===== src/rtl/match_controller.sv =====
// rtl/match_controller.sv - Pong game-flow sequencer driving the BCD score counter
module match_controller #(
  parameter int WIN_SCORE   = 11,
  parameter int SERVE_TICKS = 60,
  parameter int HOLD_TICKS  = 30,
  parameter int CW          = 8
) (
  input  logic       clk,
  input  logic       reset,
  input  logic       tick,
  input  logic       start,
  input  logic       miss_left,
  input  logic       miss_right,
  input  logic [3:0] p1_tens,
  input  logic [3:0] p1_units,
  input  logic [3:0] p2_tens,
  input  logic [3:0] p2_units,
  output logic       score1,
  output logic       score2,
  output logic       score_clear,
  output logic       ball_run,
  output logic       ball_center,
  output logic       serve_dir,
  output logic       game_over,
  output logic       winner,
  output logic [2:0] state_dbg
);

  typedef enum logic [2:0] {
    IDLE  = 3'd0,
    CLEAR = 3'd1,
    SERVE = 3'd2,
    PLAY  = 3'd3,
    SCORE = 3'd4,
    CHECK = 3'd5,
    HOLD  = 3'd6,
    OVER  = 3'd7
  } state_t;

  state_t        state, state_nx;
  logic [CW-1:0] timer, timer_nx;
  logic          dir_q, dir_nx;
  logic          win_q, win_nx;
  logic          scorer_q, scorer_nx;   // 0 = player 1, 1 = player 2
  logic          start_d;
  logic          start_rise;
  logic [6:0]    p1_val, p2_val, scorer_val;

  assign start_rise = start & ~start_d;
  assign p1_val     = 7'(p1_tens) * 7'd10 + 7'(p1_units);
  assign p2_val     = 7'(p2_tens) * 7'd10 + 7'(p2_units);
  assign scorer_val = scorer_q ? p2_val : p1_val;

  // State register; start_d resets high so a button held through reset is not an edge
  always_ff @(posedge clk or posedge reset) begin
    if (reset) begin
      state    <= IDLE;
      timer    <= '0;
      dir_q    <= 1'b1;
      win_q    <= 1'b0;
      scorer_q <= 1'b0;
      start_d  <= 1'b1;
    end else begin
      state    <= state_nx;
      timer    <= timer_nx;
      dir_q    <= dir_nx;
      win_q    <= win_nx;
      scorer_q <= scorer_nx;
      start_d  <= start;
    end
  end

  // Next-state logic; timers expire on a tick at 1 (or 0, so a zero count behaves as 1)
  always_comb begin
    state_nx  = state;
    timer_nx  = timer;
    dir_nx    = dir_q;
    win_nx    = win_q;
    scorer_nx = scorer_q;
    case (state)
      IDLE, OVER: begin
        if (start_rise) begin
          state_nx = CLEAR;
          dir_nx   = 1'b1;
          win_nx   = 1'b0;
        end
      end
      CLEAR: begin
        state_nx = SERVE;
        timer_nx = CW'(SERVE_TICKS);
      end
      SERVE: begin
        if (tick) begin
          if (timer <= CW'(1)) begin
            state_nx = PLAY;
            timer_nx = '0;
          end else begin
            timer_nx = timer - CW'(1);
          end
        end
      end
      PLAY: begin
        if (miss_left) begin
          state_nx  = SCORE;
          dir_nx    = 1'b0;
          scorer_nx = 1'b1;
        end else if (miss_right) begin
          state_nx  = SCORE;
          dir_nx    = 1'b1;
          scorer_nx = 1'b0;
        end
      end
      SCORE: state_nx = CHECK;
      CHECK: begin
        if (scorer_val >= 7'(WIN_SCORE)) begin
          state_nx = OVER;
          win_nx   = scorer_q;
        end else begin
          state_nx = HOLD;
          timer_nx = CW'(HOLD_TICKS);
        end
      end
      HOLD: begin
        if (tick) begin
          if (timer <= CW'(1)) begin
            state_nx = SERVE;
            timer_nx = CW'(SERVE_TICKS);
          end else begin
            timer_nx = timer - CW'(1);
          end
        end
      end
      default: state_nx = IDLE;
    endcase
  end

  assign score1      = (state == SCORE) && !scorer_q;
  assign score2      = (state == SCORE) &&  scorer_q;
  assign score_clear = (state == CLEAR);
  assign ball_run    = (state == PLAY);
  assign ball_center = (state == IDLE) || (state == SERVE);
  assign game_over   = (state == OVER);
  assign serve_dir   = dir_q;
  assign winner      = win_q;
  assign state_dbg   = state;

endmodule

===== config.mk =====
export PLATFORM = sky130hd
export DESIGN_NAME = match_controller
export DESIGN_NICKNAME = d
export VERILOG_FILES = /design/src/rtl/match_controller.sv
export SDC_FILE = /design/constraint.sdc
export NUM_CORES = 1
export LEC_CHECK = 0
export BUFFER_PORTS_ARGS = -buffer_cell sky130_fd_sc_hd__buf_2
export CAP_MARGIN = 0
export CORE_UTILIZATION = 25
export CTS_CLUSTER_DIAMETER = 60
export CTS_CLUSTER_SIZE = 28
export DETAILED_ROUTE_END_ITERATION = 8
export PLACE_DENSITY_LB_ADDON = 0.08
export RECOVER_POWER = 25
export SLEW_MARGIN = 10
export SYNTH_ARGS = -nofsm -noshare
export SYNTH_HDL_FRONTEND = slang
export SYNTH_SLANG_ARGS = --single-unit

===== constraint.sdc =====
create_clock -name clk -period 2.75 [get_ports clk]
set_input_delay 0.4125 -clock clk [delete_from_list [all_inputs] [get_ports clk]]
set_output_delay 0.4125 -clock clk [all_outputs]
set_load 0.02 [all_outputs]

======== After elaboration in Yosys (flattened, before gate mapping) ========
Cells that the tools add are included.
word-level totals
  flip-flop bits (word level) ............. 15
  output and inout bits ................... 11
  logic and storage cells ................. 70
operators by class
  $add $sub $neg .......................... 3
  multipliers ............................. 2
  order comparisons ....................... 2
  equality and inequality tests ........... 15
  multiplexer cells ....................... 25
  bitwise logic cells ..................... 2
  reductions and logical operators ........ 15
operators by type and width
  cell                                                 count
  two-way mux 8 bit                                    5
  one-hot mux 8 bit (4 select lines)                   1
  two-way mux 3 bit                                    7
  one-hot mux 3 bit (7 select lines)                   1
  adder 7 x 4 -> 7 bit                                 2
  != test 2 bit, second input constant                 7
  == test 3 bit, second input constant                 4
  multiplier 4 x 3 -> 6 bit, second input constant     2
  <= comparator 8 x 1 -> 1 bit, second input constant  1
  two-way mux 1 bit                                    8
  subtractor 8 x 1 -> 8 bit, second input constant     1
  >= comparator 7 x 4 -> 1 bit, second input constant  1
  two-way mux 7 bit                                    1
  == test 3 x 2 -> 1 bit, second input constant        2
  AND reduction 3 bit                                  2
  AND reduction 6 bit                                  1
  nonzero test 2 bit                                   3
  one-hot mux 1 bit (2 select lines)                   2
  AND reduction 4 bit                                  1
  nonzero test 4 bit                                   1
  == test 3 x 1 -> 1 bit, second input constant        1
  logical NOT 3 bit                                    1
  != test 3 bit, second input constant                 1
  logical AND 1 bit                                    2
  6 further kinds                                      6

======== Depth between registers and ports, before layout ========
Gate-level depths: netlist (run 1).
  depth in word-level cells ............... 6
  mapped depth ............................ 10
  gate-level depth less buffers ........... 9

======== Worst setup path before layout (run 1) ========
Ideal clock, no wire load.
  path type ............................... input -> register
  from .................................... input port p2_tens[1]
  to ...................................... register timer[7]
  library setup time ...................... 0.125 ns
  arrival ................................. 2.669 ns
  slack ................................... -0.044 ns
  stages on the path ...................... 9
  path through ............................ ha_1 ha_1 fa_1 nor4_1 o2111ai_1 a41oi_1 clkbuf_1 nand2_1 mux2_2
on the way
  cells in the longest elaborated chain, start to end .. 6
ends and longest elaborated chain
  item                           line  source
  start, declared                16    input logic [3:0] p2_tens,
  multiplier 4 x 3 -> 6 bit      51    assign p2_val = 7'(p2_tens) * 7'd10 + 7'(p2_units);
  adder 7 x 4 -> 7 bit           51
  two-way mux 7 bit              52    assign scorer_val = scorer_q ? p2_val : p1_val;
  >= comparator 7 x 4 -> 1 bit   115   if (scorer_val >= 7'(WIN_SCORE)) begin
  != test 2 bit (no line)        n/a
  AND reduction 4 bit (no line)  n/a
  end signal, assigned           65    timer <= timer_nx;
  end, declared                  41    logic [CW-1:0] timer, timer_nx;
Every way passes these cells.
A chain may end at the register's enable or synchronous reset.

======== Worst setup path in the final report (run 1) ========
  from .................................... input port p2_tens[1]
  to ...................................... register timer[5]
Same word-level chain as after synthesis.

==> results of run 1 <==
## worst max-delay path: cells and delay by family
kind            cells  cell delay (ns)
mux                 1             0.33
xor+xnor            1             0.20
fa+ha+maj           3             0.90
compound gates      3             0.58
buf+inv             2             0.29
## per-layer routing
metal / vias to the layer above / track usage [%]
met3: 6 / 2.910
met2: 23 / 21.53
met4: 0 / 3.086
met5: - / 0
met1: 571 / 17.86
li1: 640 / -
## power breakdown
group          total [mW]  internal, mW  switching, mW
logic               0.788         0.330          0.458
registers           0.449         0.307          0.142
clock network       0.184         0.103         0.0813
total                1.42         0.740          0.681
## layout make-up
type / count / area share, %
clock buffers: 4 / 2.653
multi-input cells: 127 / 55.64
flip-flops and latches: 15 / 22.25
repair buffers: 38 / 12.09
well taps: 70 / 5.158
inverters: 10 / 2.211
## sequential cells by signal (all words and copies together) (netlist names)
register / count
state_dbg: 3
winner: 1
scorer_q: 1
timer: 8
start_d: 1
serve_dir: 1
## worst paths after layout
path | startpoint | endpoint | slack, ns | cells past startpoint
min in group clk | start | start_d$_DFF_PP1_ | 0.26 | 1
max | p2_tens[1] | timer[5]$_DFFE_PP0P_ | 0.19 | 10
max reg2reg | timer[4]$_DFFE_PP0P_ | timer[5]$_DFFE_PP0P_ | 0.58 | 5
max in group asynchronous | reset | timer[7]$_DFFE_PP0P_ | 2.13 | 2
min | reset | state_dbg[0]$_DFFE_PP0P_ | 0.22 | 2
min reg2reg | timer[6]$_DFFE_PP0P_ | timer[6]$_DFFE_PP0P_ | 0.52 | 1
## cells by family after synthesis
group	after synthesis	share of synthesized area, %
flip-flops	15	27.71
multiplexers	2	1.651
buffers and inverters	15	4.220
adder cells (fa/ha/maj)	18	18.72
AND/OR/NAND/NOR	59	23.30
AO/OA/AOI/OAI	44	21.84
XOR/XNOR	4	2.569
## repair_timing
action                     in CTS  in global routing
setup endpoints to repair       0                  3
hold endpoints to repair        0                  0
buffers inserted                0                  0
resized for setup               0                  3
## stage by stage
| step | TNS (ns) | std cells |
|---|---|---|
| floorplan | 0 | 157 |
| global placement | -0.09553 | 260 |
| detailed placement | -0.4021 | 260 |
| CTS | 0 | 264 |
| global route | 0 | 264 |
| finish | 0 | 264 |
## synthesized netlist by cell type, drive strengths merged, types with 3 or more instances
cell	instances
a22o	4
nand2	14
ha	14
clkbuf	4
nand2b	5
nor4	5
fa	4
a21oi	10
nor2b	5
and2	4
nor2	12
nand3	3
inv	10
nor3	4
o21ai	11
dfrtp	13
==> summary.txt, run 1 <==
Cells and area
  – Antenna diodes: 0
  – Leading cell type in the layout, fill and taps excluded: buf_2
  – Most frequent cells in the layout: buf_2, nand2_1, ha_1, dfrtp_1, nor2_1
  – Share of cells above drive strength 1: 26.29%
  – Nets: 235
  – Multi-input logic area: 944.7 µm²
  – Fill count: 556
  – Final core utilization: 32.83%
  – Area delta synth->final: 24.50%
  – Design area: 1698 µm²
  – Register area: 377.9 µm²

Synth
  – Synthesized Nets: 197
  – Post-synth EDFFs: 0
  – Yosys reg bits: 15
  – Share of the yosys chip area belonging to registers: 27.71%
  – Synth warnings: 0
  – Top cells by area, synth: dfrtp_1, ha_1, fa_1
  – Avg Synthesized Cell Area: 8.687 µm²
  – Synth top area share: 23.85%
  – Ys flop type: dfrtp_1
  – Gate Count Post-Synth: 157
  – Syn Std Cell Area: 1364 µm²
  – Unique masters post-synth: 43
  – Synth async-reset ratio: 100.0%
  – Area leader, netlist: dfrtp_1

Power and ir drop
  – Leak Pwr: 0.7964 nW
  – Cell Pwr Density: 837.1 nW/µm²
  – Tot Pwr: 1.421 mW
  – Max IR drop VDD: 0.4344 mV

Place
  – Routability Congestion: 0.7539
  – Placement Cell Area: 1637 µm²
  – PortBufs: 32
  – Detailed placement HPWL: 2715 µm
  – Placement Setup Slack: -0.1127 ns

STA
  – Setup Skew: 0.003797 ns
  – Slew HR: 59.01%
  – Final WS setup: 0.1912 ns
  – Minimum clock period: 2.559 ns
  – Worst-margin pin slew: 0.6142 ns
  – Fmax: 390.8 MHz
  – Hold Fails Final Rpt: 0
  – Unrepaired setup endpoints after global routing: false
  – Final period util: 93.05%
  – Slew Limit Fails: 0
  – Setup Viol. Count Final: 0
  – WHS: 0.2218 ns

Drt
  – Routed vias/inst: 4.697
  – DR iter-0 viols: 28
  – Drt total wl: 3330 µm
  – WL per Instance: 12.61 µm
  – Met3 wire length: 107 µm
  – Routed Antenna Nets: 0
  – Wl on met1: 1663 µm
  – DR pass1 iterations: 4
  – Met2 wire len: 1518 µm
  – Drt drc: 0
  – Vias: 1240
  – DR top layer: met4

Critical path
  – Crit Path Class: input pin to flop
  – Slowest Stage Delay on Critical Path: 0.36 ns
  – Setup crit end kind: flop
  – Critical path arrival: 2.70 ns
  – Worst-path cell chain: buf_2, ha_1, ha_1, fa_2, xor2_2, o211a_1, o2111ai_1, a41oi_1, buf_4, mux2_2
  – CP most frequent cell: ha_1
  – Critical path's slowest cell: fa_2
  – Required time of the critical path: 2.89 ns
  – CP Max Fanout: 8
  – Nature of the critical path startpoint: input pin

Clock network
  – Post-CTS Hold Buffers: 0
  – Max Root-Sink Buffers: 2
  – CTS tree: built
  – Worst-Skew Late Latency: 0.25 ns
  – CTS buffer count: 3
  – Cell chosen for the clock root: clkbuf_8
  – H-tree depth: 1
  – Clock slew at reported path FFs: 0.06 ns
  – Clk sinks: 15

Global routing
  – Global Route Usage Sum: 13.24%
  – Vias in the first global route: 1314
  – First-pass GRT wire length: 5816 µm
  – Largest net degree at the start of global routing: 17
  – Antenna violations before repair: 0
  – GRT overflow: 0

Die
  – Die width: 75.86 µm
  – Die H: 75.86 µm
  – Die area: 5755 µm²
  – Core Region: 5172 µm²
  – Row Count: 26
  – Initial core utilization: 26.37%
  – I/O pin cnt: 33

Worst hold path
  – Worst Hold Class: input pin to asynchronous set/reset pin

Outcome
  – Run status: complete, no violations

Job
  – Max Cap Viol: 0
No activity file was read; power rests on OpenSTA's default activity.
==> run 2, diff against run 1 <==
--- a/config.mk
+++ b/config.mk
@@ -7,7 +7,7 @@
 export LEC_CHECK = 0
 export BUFFER_PORTS_ARGS = -buffer_cell sky130_fd_sc_hd__buf_2
 export CAP_MARGIN = 0
-export CORE_UTILIZATION = 25
+export CORE_UTILIZATION = 41
 export CTS_CLUSTER_DIAMETER = 60
 export CTS_CLUSTER_SIZE = 28
 export DETAILED_ROUTE_END_ITERATION = 8
==> constraint.sdc (replaced) <==
create_clock -name clk -period 2.55 [get_ports clk]
set_input_delay 0.3825 -clock clk [delete_from_list [all_inputs] [get_ports clk]]
set_output_delay 0.3825 -clock clk [all_outputs]
set_load 0.02 [all_outputs]
==> summary.txt, run 2 (synthesized netlist as in run 1, its figures left out) <==
Drt
  – DR pass1 iterations: 4 (unchanged)
  – Drt drc: 0 (unchanged)
  – WL per Instance: 12.45 µm (-1.3%)
  – DR iter-0 viols: 32 (+14%)
  – Routed Antenna Nets: 0 (unchanged)
  – Drt total wl: 3050 µm (-8.4%)
  – Vias: 1290 (+4.0%)
  – Routed vias/inst: 5.265 (+12%)

Power and ir drop
  – Switching pwr: 0.7185 mW (+5.4%)
  – Max IR drop VDD: 0.5883 mV (+35%)
  – Cell Pwr Density: 855.6 nW/µm² (+2.2%)
  – Leak Pwr: 0.8190 nW (+2.8%)
  – Comb pwr share: 59.8% (+4.4 points)
  – Clk pwr share: 9.5% (-3.4 points)
  – Internal Power: 0.7728 mW (+4.4%)
  – Flop pwr share: 30.7% (-0.9 points)
  – Tot Pwr: 1.491 mW (+4.9%)
  – Sw frac: 48.18% (+0.23 points)

STA
  – Final WS setup: 0.1076 ns (-0.08367 ns)
  – Fmax: 409.4 MHz
  – Hold Fails Final Rpt: 0 (unchanged)
  – WHS: 0.1469 ns (-0.07492 ns)
  – Unrepaired setup endpoints after global routing: false
  – Setup Viol. Count Final: 0 (unchanged)
  – Slew HR: 59.95% (+0.94 points)
  – Worst-margin pin slew: 0.6001 ns (-0.01406 ns)
  – Final period util: 95.78%
  – Slew Limit Fails: 0 (unchanged)
  – Minimum clock period: 2.442 ns
  – Setup Skew: 0.0007565 ns (-0.003041 ns)

Critical path
  – Crit Path Class: input pin to flop
  – Reg2Reg Setup Slack: 0.39 ns (-0.19 ns)
  – Reg2Reg Depth: 5 (unchanged)
  – CP Max Fanout: 9 (+1)
  – Required time of the critical path: 2.73 ns (-0.16 ns)
  – Nature of the critical path startpoint: input pin
  – Setup crit end kind: flop
  – Critical path arrival: 2.62 ns (-0.08 ns)

Clock network
  – Clk sinks: 15 (unchanged)
  – Max Root-Sink Buffers: 2 (unchanged)
  – Post-CTS Hold Buffers: 0 (unchanged)
  – Resized Gates After CTS: 0 (unchanged)
  – Worst-Skew Late Latency: 0.29 ns (+0.04 ns)
  – Clock slew at reported path FFs: 0.09 ns (+0.03 ns)
  – Cell chosen for the clock root: clkbuf_4
  – Post-CTS setup buffers: 0 (unchanged)
  – CTS tree: built
  – H-tree depth: 1 (unchanged)
  – CTS buffer count: 3 (unchanged)

Die
  – Core Region: 3103 µm² (-40%)
  – Initial core utilization: 43.95% (+18 points)
  – Die width: 59.68 µm (-21%)
  – Die area: 3561 µm² (-38%)
  – Die H: 59.68 µm (-21%)
  – Row Count: 20 (-23%)
  – I/O pin cnt: 33 (unchanged)

Cells and area
  – Nets: 242 (+3.0%)
  – Most frequent cells in the layout: buf_2, nand2_1, buf_4, dfrtp_1, nor2_1
  – Final core utilization: 56.17% (+23 points)
  – Max FFs per register: 8 (unchanged)
  – Leading cell type in the layout, fill and taps excluded: buf_2
  – Share of cells above drive strength 1: 30.85% (+4.6 points)
  – Area delta synth->final: 27.80%
  – Biggest register: timer
  – Antenna diodes: 0 (unchanged)

Worst hold path
  – Worst Hold Class: input pin to asynchronous set/reset pin

Global routing
  – Antenna violations before repair: 0 (unchanged)
  – First-pass GRT wire length: 4995 µm (-14%)
  – Largest net degree at the start of global routing: 17 (unchanged)
  – GRT overflow: 0 (unchanged)
  – Global Route Usage Sum: 18.39% (+5.1 points)
  – Vias in the first global route: 1165 (-11%)

Outcome
  – Run status: complete, no violations

Place
  – Routability Congestion: 0.7741 (+2.7%)
  – Detailed placement HPWL: 2416 µm (-11%)
  – PortBufs: 32 (unchanged)
  – Placement Setup Slack: -0.2273 ns (-0.1146 ns)

Job
  – Max Cap Viol: 0 (unchanged)
run 2: changes by cell type in the layout (fill, tap and decap cells not counted), moves of 2 or more:
cell and change:
clkbuf_4 +3, clkbuf_8 -3, ha_1 -3, buf_4 +7
ha_4 +2
run 2: layer usage:
| layer | wire length, µm | GRT usage [%] | up-vias |
|---|---|---|---|
| met4 | 0 | 1.993 | 0 |
| li1 | - | - | 655 |
| met2 | 1472 | 31.11 | 21 |
| met1 | 1466 | 24.46 | 614 |
| met3 | 111 | 4.545 | 0 |
| met5 | 0 | 0 | - |
run 2: final cells by class:
class | instances | area, µm²
sequential | 15 | 377.9
inverter | 10 | 37.54
multi-input combinational | 127 | 989.7
fill | 323 | 1360
clock buffer | 4 | 26.28
tap | 44 | 55.05
timing repair buffer | 45 | 256.5
run 2: worst max-delay path, cell delays in order:
cell and delay [ns]:
buf_2 0.13, ha_4 0.25, ha_4 0.16, fa_2 0.39
xor2_2 0.17, nor4_2 0.27, o2111ai_2 0.15, a41oi_2 0.21
buf_4 0.18, mux2_2 0.33
run 2: worst paths after layout:
kind / to / startpoint
min: state_dbg[1]$_DFFE_PP0P_ / reset
min reg2reg: timer[6]$_DFFE_PP0P_ / timer[6]$_DFFE_PP0P_
max in group asynchronous: timer[0]$_DFFE_PP0P_ / reset
max reg2reg: timer[5]$_DFFE_PP0P_ / timer[4]$_DFFE_PP0P_
max: timer[5]$_DFFE_PP0P_ / p2_tens[1]
min in group clk: start_d$_DFF_PP1_ / start
run 2: power groups by stage:
stage,registers (mW),logic (mW),clock network [mW]
final,0.458,0.892,0.141
after detailed placement,0.462,0.890,0
after global routing,0.477,0.990,0.155
after floorplan,0.453,0.655,0
after global placement,0.460,0.880,0
after CTS,0.457,0.899,0.147
run 2: per-stage QoR:
stage,instance area [µm²],cells,TNS (ns)
global route,1743,245,0
CTS,1744,245,0
floorplan,1435,157,-0.03966
detailed placement,1718,241,-1.255
global placement,1718,241,-0.8490
finish,1743,245,0
